$ cat src/rtl/rr_arb_mux.sv
// rr_arb_mux: round-robin N:1 arbiter feeding a one-entry valid/ready output register.
// Define RR_ARB_FIXED_PRIO_EN to switch to fixed lowest-index-wins priority (no pointer).
module rr_arb_mux #(
    parameter int NUM_OF_INPUTS = 5,
    parameter int INPUT_WIDTH   = 4
) (
    input  logic                                   clk,
    input  logic                                   rst_n,
    input  logic [NUM_OF_INPUTS-1:0]               req,
    input  logic [INPUT_WIDTH*NUM_OF_INPUTS-1:0]   data_in,
    output logic [NUM_OF_INPUTS-1:0]               ack,
    output logic                                   out_valid,
    input  logic                                   out_ready,
    output logic [INPUT_WIDTH-1:0]                 out_data,
    output logic [$clog2(NUM_OF_INPUTS)-1:0]       out_sel
);

    localparam int N  = NUM_OF_INPUTS;
    localparam int W  = INPUT_WIDTH;
    localparam int SW = $clog2(NUM_OF_INPUTS);

    typedef enum logic {
        EMPTY = 1'b0,
        FULL  = 1'b1
    } state_t;

    state_t         state, state_nxt;
    logic           load;
    logic [SW-1:0]  winner;
    logic [W-1:0]   win_data;

    assign out_valid = (state == FULL);
    assign load      = rst_n && (|req) && (!out_valid || out_ready);

`ifdef RR_ARB_FIXED_PRIO_EN
    always_comb begin
        winner = '0;
        for (int i = N - 1; i >= 0; i--) begin
            if (req[i]) winner = SW'(i);
        end
    end
`else
    logic [SW-1:0] ptr;

    // Search ptr, ptr+1, ... wrapping explicitly at N (N need not be 2^k).
    always_comb begin
        logic hit;
        int   idx;
        hit    = 1'b0;
        idx    = 0;
        winner = '0;
        for (int k = 0; k < N; k++) begin
            idx = int'(ptr) + k;
            if (idx >= N) idx = idx - N;
            if (!hit && req[idx]) begin
                hit    = 1'b1;
                winner = SW'(idx);
            end
        end
    end

    always_ff @(posedge clk or negedge rst_n) begin
        if (!rst_n) begin
            ptr <= '0;
        end else if (load) begin
            ptr <= (winner == SW'(N - 1)) ? '0 : winner + 1'b1;
        end
    end
`endif

    always_comb begin
        win_data = '0;
        for (int i = 0; i < N; i++) begin
            if (winner == SW'(i)) win_data = data_in[i*W +: W];
        end
    end

    always_comb begin
        ack = '0;
        if (load) ack = N'(1) << winner;
    end

    always_comb begin
        state_nxt = state;
        unique case (state)
            EMPTY: if (load) state_nxt = FULL;
            FULL: begin
                if (load)           state_nxt = FULL;
                else if (out_ready) state_nxt = EMPTY;
            end
            default: state_nxt = EMPTY;
        endcase
    end

    always_ff @(posedge clk or negedge rst_n) begin
        if (!rst_n) begin
            state    <= EMPTY;
            out_data <= '0;
            out_sel  <= '0;
        end else begin
            state <= state_nxt;
            if (load) begin
                out_data <= win_data;
                out_sel  <= winner;
            end
        end
    end

endmodule

$ cat config.mk
export PLATFORM = sky130hd
export DESIGN_NAME = rr_arb_mux
export DESIGN_NICKNAME = d
export VERILOG_FILES = /design/src/rtl/rr_arb_mux.sv
export SDC_FILE = /design/constraint.sdc
export NUM_CORES = 1
export LEC_CHECK = 0
export CAP_MARGIN = 25
export CORE_MARGIN = 10
export CORE_UTILIZATION = 50
export CTS_BUF_LIST = sky130_fd_sc_hd__clkbuf_4
export CTS_CLUSTER_DIAMETER = 40
export DETAILED_ROUTE_END_ITERATION = 12
export DONT_BUFFER_PORTS = 1
export PLACE_DENSITY = 0.76
export RECOVER_POWER = 100
export SETUP_SLACK_MARGIN = 0.2
export SYNTH_ARGS = -nofsm -noshare
export SYNTH_HDL_FRONTEND = slang
export SYNTH_SLANG_ARGS = --single-unit
$ cat constraint.sdc
create_clock -name clk -period 9.1 [get_ports clk]
set_input_delay 2.73 -clock clk [delete_from_list [all_inputs] [get_ports clk]]
set_output_delay 2.73 -clock clk [all_outputs]
set_load 0.02 [all_outputs]
==> flow_summary.ini, run 1 <==
[floorplan]
core_um2 = 3940
initial_core_util = 0.513
fp.dieW_um = 83.6
die_y_um = 83.6
dieArea_um2 = 6990
io_pins = 41
rows = 23

[routing]
vias = 2038
first_iter_violations = 276
wire_per_inst_um = 19.1
drcViolationCount = 0
viasPerCell = 6.82
postRouteAntennaNets = 0
drtPass1Iterations = 5
wl_um = 5700

[clocking]
postCtsSetupBuffers = 0
numCtsBuffers = 3
cts_root_buf = clkbuf_4
path_clk_slew_ns = 0.07
cts.sinks = 11
clock_path_buffers = 2
htreeDepth = 1
cts_resized = 0
cts_tree = done
postCtsHoldBufs = 0
clkLatencyLatePin_ns = 0.27

[timing]
setup_viol = 0
relSlewSlack = 0.470
clock_skew_ns = 0.00587
rsz0062_at_grt = no
fin_crit_ns = 8.60
hold_ws_ns = 0.633
worst-slew-pin-transition_ns = 0.792
fin_tns_setup_ns = 0
report.final.slew_viol_count = 0
final-hold-violation-count = 0
max_freq_ghz = 0.116
period_share = 0.945

[layout]
final_layout_size_suffix_gt1_frac = 0.0763
fin_nets = 296
area_growth_pct = 0.742
diodes = 0

[global_routing]
grt_max_degree = 31
antenna_found_initial = 0
grt_pass1_wl_um = 9400
grt_overflow = 0
grt_use_total = 0.154
grt_pass1_vias = 1891

[place]
gp_congestion = 0.938
dp_hpwl_um = 4300
placement.io_buffers = 0

[synthesis]
ys_seq_elements = 11
syn_nets = 306
synth_cells = 260
ys_types = 67
async_reset_ff_frac = 1.00
yosys_warnings = 0
yosysSeqAreaShare = 0.136
synthesis.area_um2 = 2020
synth_edf_count = 0
synthFlopType = dfrtp_1
syn_area_per_cell_um2 = 7.78

[worst_setup_path]
start_kind = input port
crit_required_ns = 6.37
rrSetupSlack_ns = 3.51
worst-setup-path-type = in -> out
crit_fanout = 14
end_kind = output pin
arrival_ns = 5.87

[job]
maxCapViolations = 0

[worst_hold_path]
hold_class = reg -> reg

[run_status]
outcome = completed
==> critical path, stage by stage <==
cell     delay, ns
mux4_2        0.44
a32oi_1       0.34
o21ai_2       0.12
or2_0         0.33
nor3b_4       0.29
a21oi_1       0.20
nor2_1        0.66
ha_1          0.44
and2_1        0.31
==> per-layer routing <==
| layer | vias to the layer above | GRT usage | wire, um |
|---|---|---|---|
| li1 | 972 | - | - |
| met1 | 947 | 0.188 | 2440 |
| met2 | 109 | 0.254 | 2690 |
| met3 | 10 | 0.0439 | 497 |
| met4 | 0 | 0.0396 | 73 |
| met5 | - | 0 | 0 |
==> Yosys cell counts, types with 5 or more instances <==
library cell | number | area share
inv_1 | 14 | 0.026
nand3_1 | 6 | 0.015
ha_1 | 18 | 0.11
nor2_1 | 15 | 0.028
dfrtp_1 | 11 | 0.14
nand2_1 | 18 | 0.033
buf_2 | 6 | 0.015
mux2i_1 | 8 | 0.040
buf_1 | 5 | 0.0093
a211oi_1 | 7 | 0.026
o21ai_0 | 15 | 0.037
o31ai_1 | 6 | 0.022
o22ai_1 | 5 | 0.015
o21ai_1 | 5 | 0.012
a21oi_1 | 19 | 0.047
clkbuf_1 | 6 | 0.011
==> final cells by class <==
cell class,count,area (um^2)
Fill cell,386,1910
Multi-Input combinational cell,216,1590
Sequential cell,11,275
Tap cell,50,62.6
Inverter,14,52.6
Clock buffer,4,30.0
Timing Repair Buffer,4,26.3
==> flip-flops by register name, summed over array words and instances (netlist names) <==
register,cells
out_data,4
out_sel,3
ptr,3
out_valid,1
==> cells by family after synthesis <==
logic type      synth area share
compound gates             0.338
xor+xnor                  0.0173
fa+ha+maj                  0.111
buf+inv                   0.0705
flops                      0.136
mux                        0.103
simple gates               0.224
==> through the flow <==
step	setup WS, ns	area [um^2]	util	cells
after floorplan	0.793	2020	-	260
after global placement	0.763	2020	0.513	295
after detailed placement	0.685	2020	0.513	295
after CTS	0.680	2050	0.521	299
after global routing	0.258	2040	0.517	299
final	0.501	2040	0.517	299
==> worst paths after layout <==
check | startpoint | endpoint | depth (start not counted)
setup / recovery | req[0] | ack[3] | 9
hold / removal | out_data[1] | out_data[1] | 2
setup reg to reg | ptr[1] | out_data[3] | 20
hold reg to reg | out_data[1] | out_data[1] | 2
max in group asynchronous | rst_n | out_sel[1] | 0
min in group asynchronous | rst_n | out_data[2] | 0
==> placed cells by master (no fill, tap or decap), types with 7 or more instances in the layout <==
master and n:
a21oi_1 20, mux2i_1 8, o21ai_0 20, inv_1 14, ha_1 18, a211oi_1 7
nor2_1 15, dfrtp_1 11, nand2_1 18
Power of run 1 is left out: the tool's default activity adds up to more than one toggle a clock period on the data nets, which glitch-free logic cannot reach.
==> run 2, diff against run 1 <==
--- a/config.mk
+++ b/config.mk
@@ -5,14 +5,15 @@
 export SDC_FILE = /design/constraint.sdc
 export NUM_CORES = 1
 export LEC_CHECK = 0
+export ABC_AREA = 1
+export BUFFER_PORTS_ARGS = -buffer_cell sky130_fd_sc_hd__buf_4
 export CAP_MARGIN = 25
 export CORE_MARGIN = 10
 export CORE_UTILIZATION = 50
 export CTS_BUF_LIST = sky130_fd_sc_hd__clkbuf_4
 export CTS_CLUSTER_DIAMETER = 40
 export DETAILED_ROUTE_END_ITERATION = 12
-export DONT_BUFFER_PORTS = 1
-export PLACE_DENSITY = 0.76
+export PLACE_DENSITY = 0.85
 export RECOVER_POWER = 100
 export SETUP_SLACK_MARGIN = 0.2
 export SYNTH_ARGS = -nofsm -noshare
==> flow_summary.ini, run 2 <==
[floorplan]
dieArea_um2 = 6710
core_um2 = 3690
initial_core_util = 0.520
rows = 22
io_pins = 41
fp.dieW_um = 81.9
die_y_um = 81.9

[timing]
period_share = 0.863
rsz0062_at_grt = no
relSlewSlack = 0.533
worst-slew-pin-transition_ns = 0.701
fin_ws_ns = 1.25
setup_viol = 0
clock_skew_ns = 0.00187
fin_tns_setup_ns = 0
fin_crit_ns = 7.85
max_freq_ghz = 0.127
report.final.slew_viol_count = 0
final-hold-violation-count = 0

[synthesis]
synth_edf_count = 0
synth_top_family_by_area = simple AND/OR/NAND/NOR gates
syn_area_per_cell_um2 = 6.12
synthesis.area_um2 = 1920
ys_types = 34
synth_simple_gate_area_frac = 0.478
synth.area.mux_share = 0
synth_fa_ha_area_frac = 0.117
synthFlopType = dfrtp_1
async_reset_ff_frac = 1.00
yosysMostFrequentCell = nand2_1
synth_common_cells = nand2_1, inv_1, nand3_1
yosysTopAreaCell = nand2_1
ys_seq_elements = 11
yosys_warnings = 0
syn_nets = 359
synth_compound_area_frac = 0.106
yosysTopAreaCellShare = 0.170
synth_xor_area_frac = 0.0222
synth_cells = 313
synth_area_leaders = nand2_1, dfrtp_1, ha_1
yosysSeqAreaShare = 0.144

[global_routing]
antenna_found_initial = 0
grt_pass1_vias = 1948
grt_overflow = 0
grt_pass1_wl_um = 8380
grt_max_degree = 19
grt_use_total = 0.151

[worst_setup_path]
crit_fanout = 10
r2r_cells = 24
crit_path_max_incr_delay_ns = 0.37
worstSetupStartpoint = req[3]
worst_path_most_repeated_cell = nand2_1
worst-setup-path-type = in -> out
end_kind = output pin
start_kind = input port
crit_required_ns = 6.37
arrival_ns = 5.12
slowest_stage = ha_1
rr_startpoint = ptr[0]
rrSetupSlack_ns = 4.81
path_cells = clkbuf_4, inv_1, nand3_1, nand3_1, nand2_1, nand2_1, nand2_1, nand3_1, inv_1, nand2_1, o221ai_1, a31oi_1, nand2_1, inv_1, ha_1, nand2_1, nor2_1, clkbuf_1

[layout]
area_growth_pct = 13.9
diodes = 0
layout_commonest_cell = nand2_1
regMostFlops = out_data
fillers = 388
final_layout_size_suffix_gt1_frac = 0.168
largest_reg_flops = 4
multi_input_area_um2 = 1360
largestRegisters = out_data: 4 flops, out_sel: 3 flops, ptr: 3 flops
seq_area_um2 = 275
final_core_util = 0.592
final_cells = 399
layout_common_cells = nand2_1, inv_1, nand3_1
fin_nets = 398

[clocking]
clkLatencyLatePin_ns = 0.26
postCtsHoldBufs = 0
cts_root_buf = clkbuf_4
cts_tree = done
cts_resized = 0
htreeDepth = 1
postCtsSetupBuffers = 0
path_clk_slew_ns = 0.06
clock_path_buffers = 2
cts.sinks = 11
numCtsBuffers = 3

[worst_hold_path]
hold_class = reg -> reg
hp-start = out_data[0]
hold_path_depth = 2

[place]
dp.cells = 395
placement.io_buffers = 40
gp_congestion = 1.04
dp_hpwl_um = 4180
dp_slack_ns = 1.49

[routing]
wire_per_inst_um = 12.6
postRouteAntennaNets = 0
wl_um = 5040
first_iter_violations = 181
drcViolationCount = 0
vias = 2112
drtPass1Iterations = 5
viasPerCell = 5.29

[job]
maxCapViolations = 0

[run_status]
outcome = completed
[run 2: critical path, delay by kind of cell]
family	cells	cell delay, ns
AOI/OAI and AO/OA	2	0.27
adders and majority gates	1	0.37
and+or+nand+nor	10	1.05
buffers and inverters	5	0.71
[run 2: path summary, 6_finish.rpt]
| check | to |
|---|---|
| worst min register to register | out_data[0] |
| min in group asynchronous | out_sel[0] |
| max in group asynchronous | out_data[2] |
| worst max register to register | out_data[1] |
| worst min-delay path | out_data[0] |
| worst max-delay path | ack[4] |
[run 2: logic make-up (layout without fill, tap and decap cells)]
family | after synthesis | in the layout
buffers and inverters | 61 | 99
AOI/OAI and AO/OA | 33 | 33
xor gates and xnor gates | 4 | 4
and+or+nand+nor | 186 | 186
adders and majority gates | 18 | 18
DFF | 11 | 11
[run 2: area by class of cell]
class / instances / share of cell area
sequential: 11 / 0.126
timing repair buffer: 41 / 0.117
inverter: 54 / 0.0928
tap: 48 / 0.0275
multi-input combinational: 241 / 0.623
clock buffer: 4 / 0.0138
[run 2: through the flow]
stage	cell area, um^2	hold WS, ns
CTS	2260	0.484
finish	2180	0.483
floorplan	1920	0.591
global route	2180	0.502
detailed placement	2230	0.467
global placement	2230	0.463
[run 2: metal layers]
metal / global-route usage / vias up / share of wire
li1: - / 1100 / -
met4: 0.0357 / 0 / 0.0058
met1: 0.189 / 936 / 0.44
met5: 0 / - / 0
met3: 0.0197 / 6 / 0.052
met2: 0.265 / 70 / 0.50
Power of run 2 is left out for the same reason.
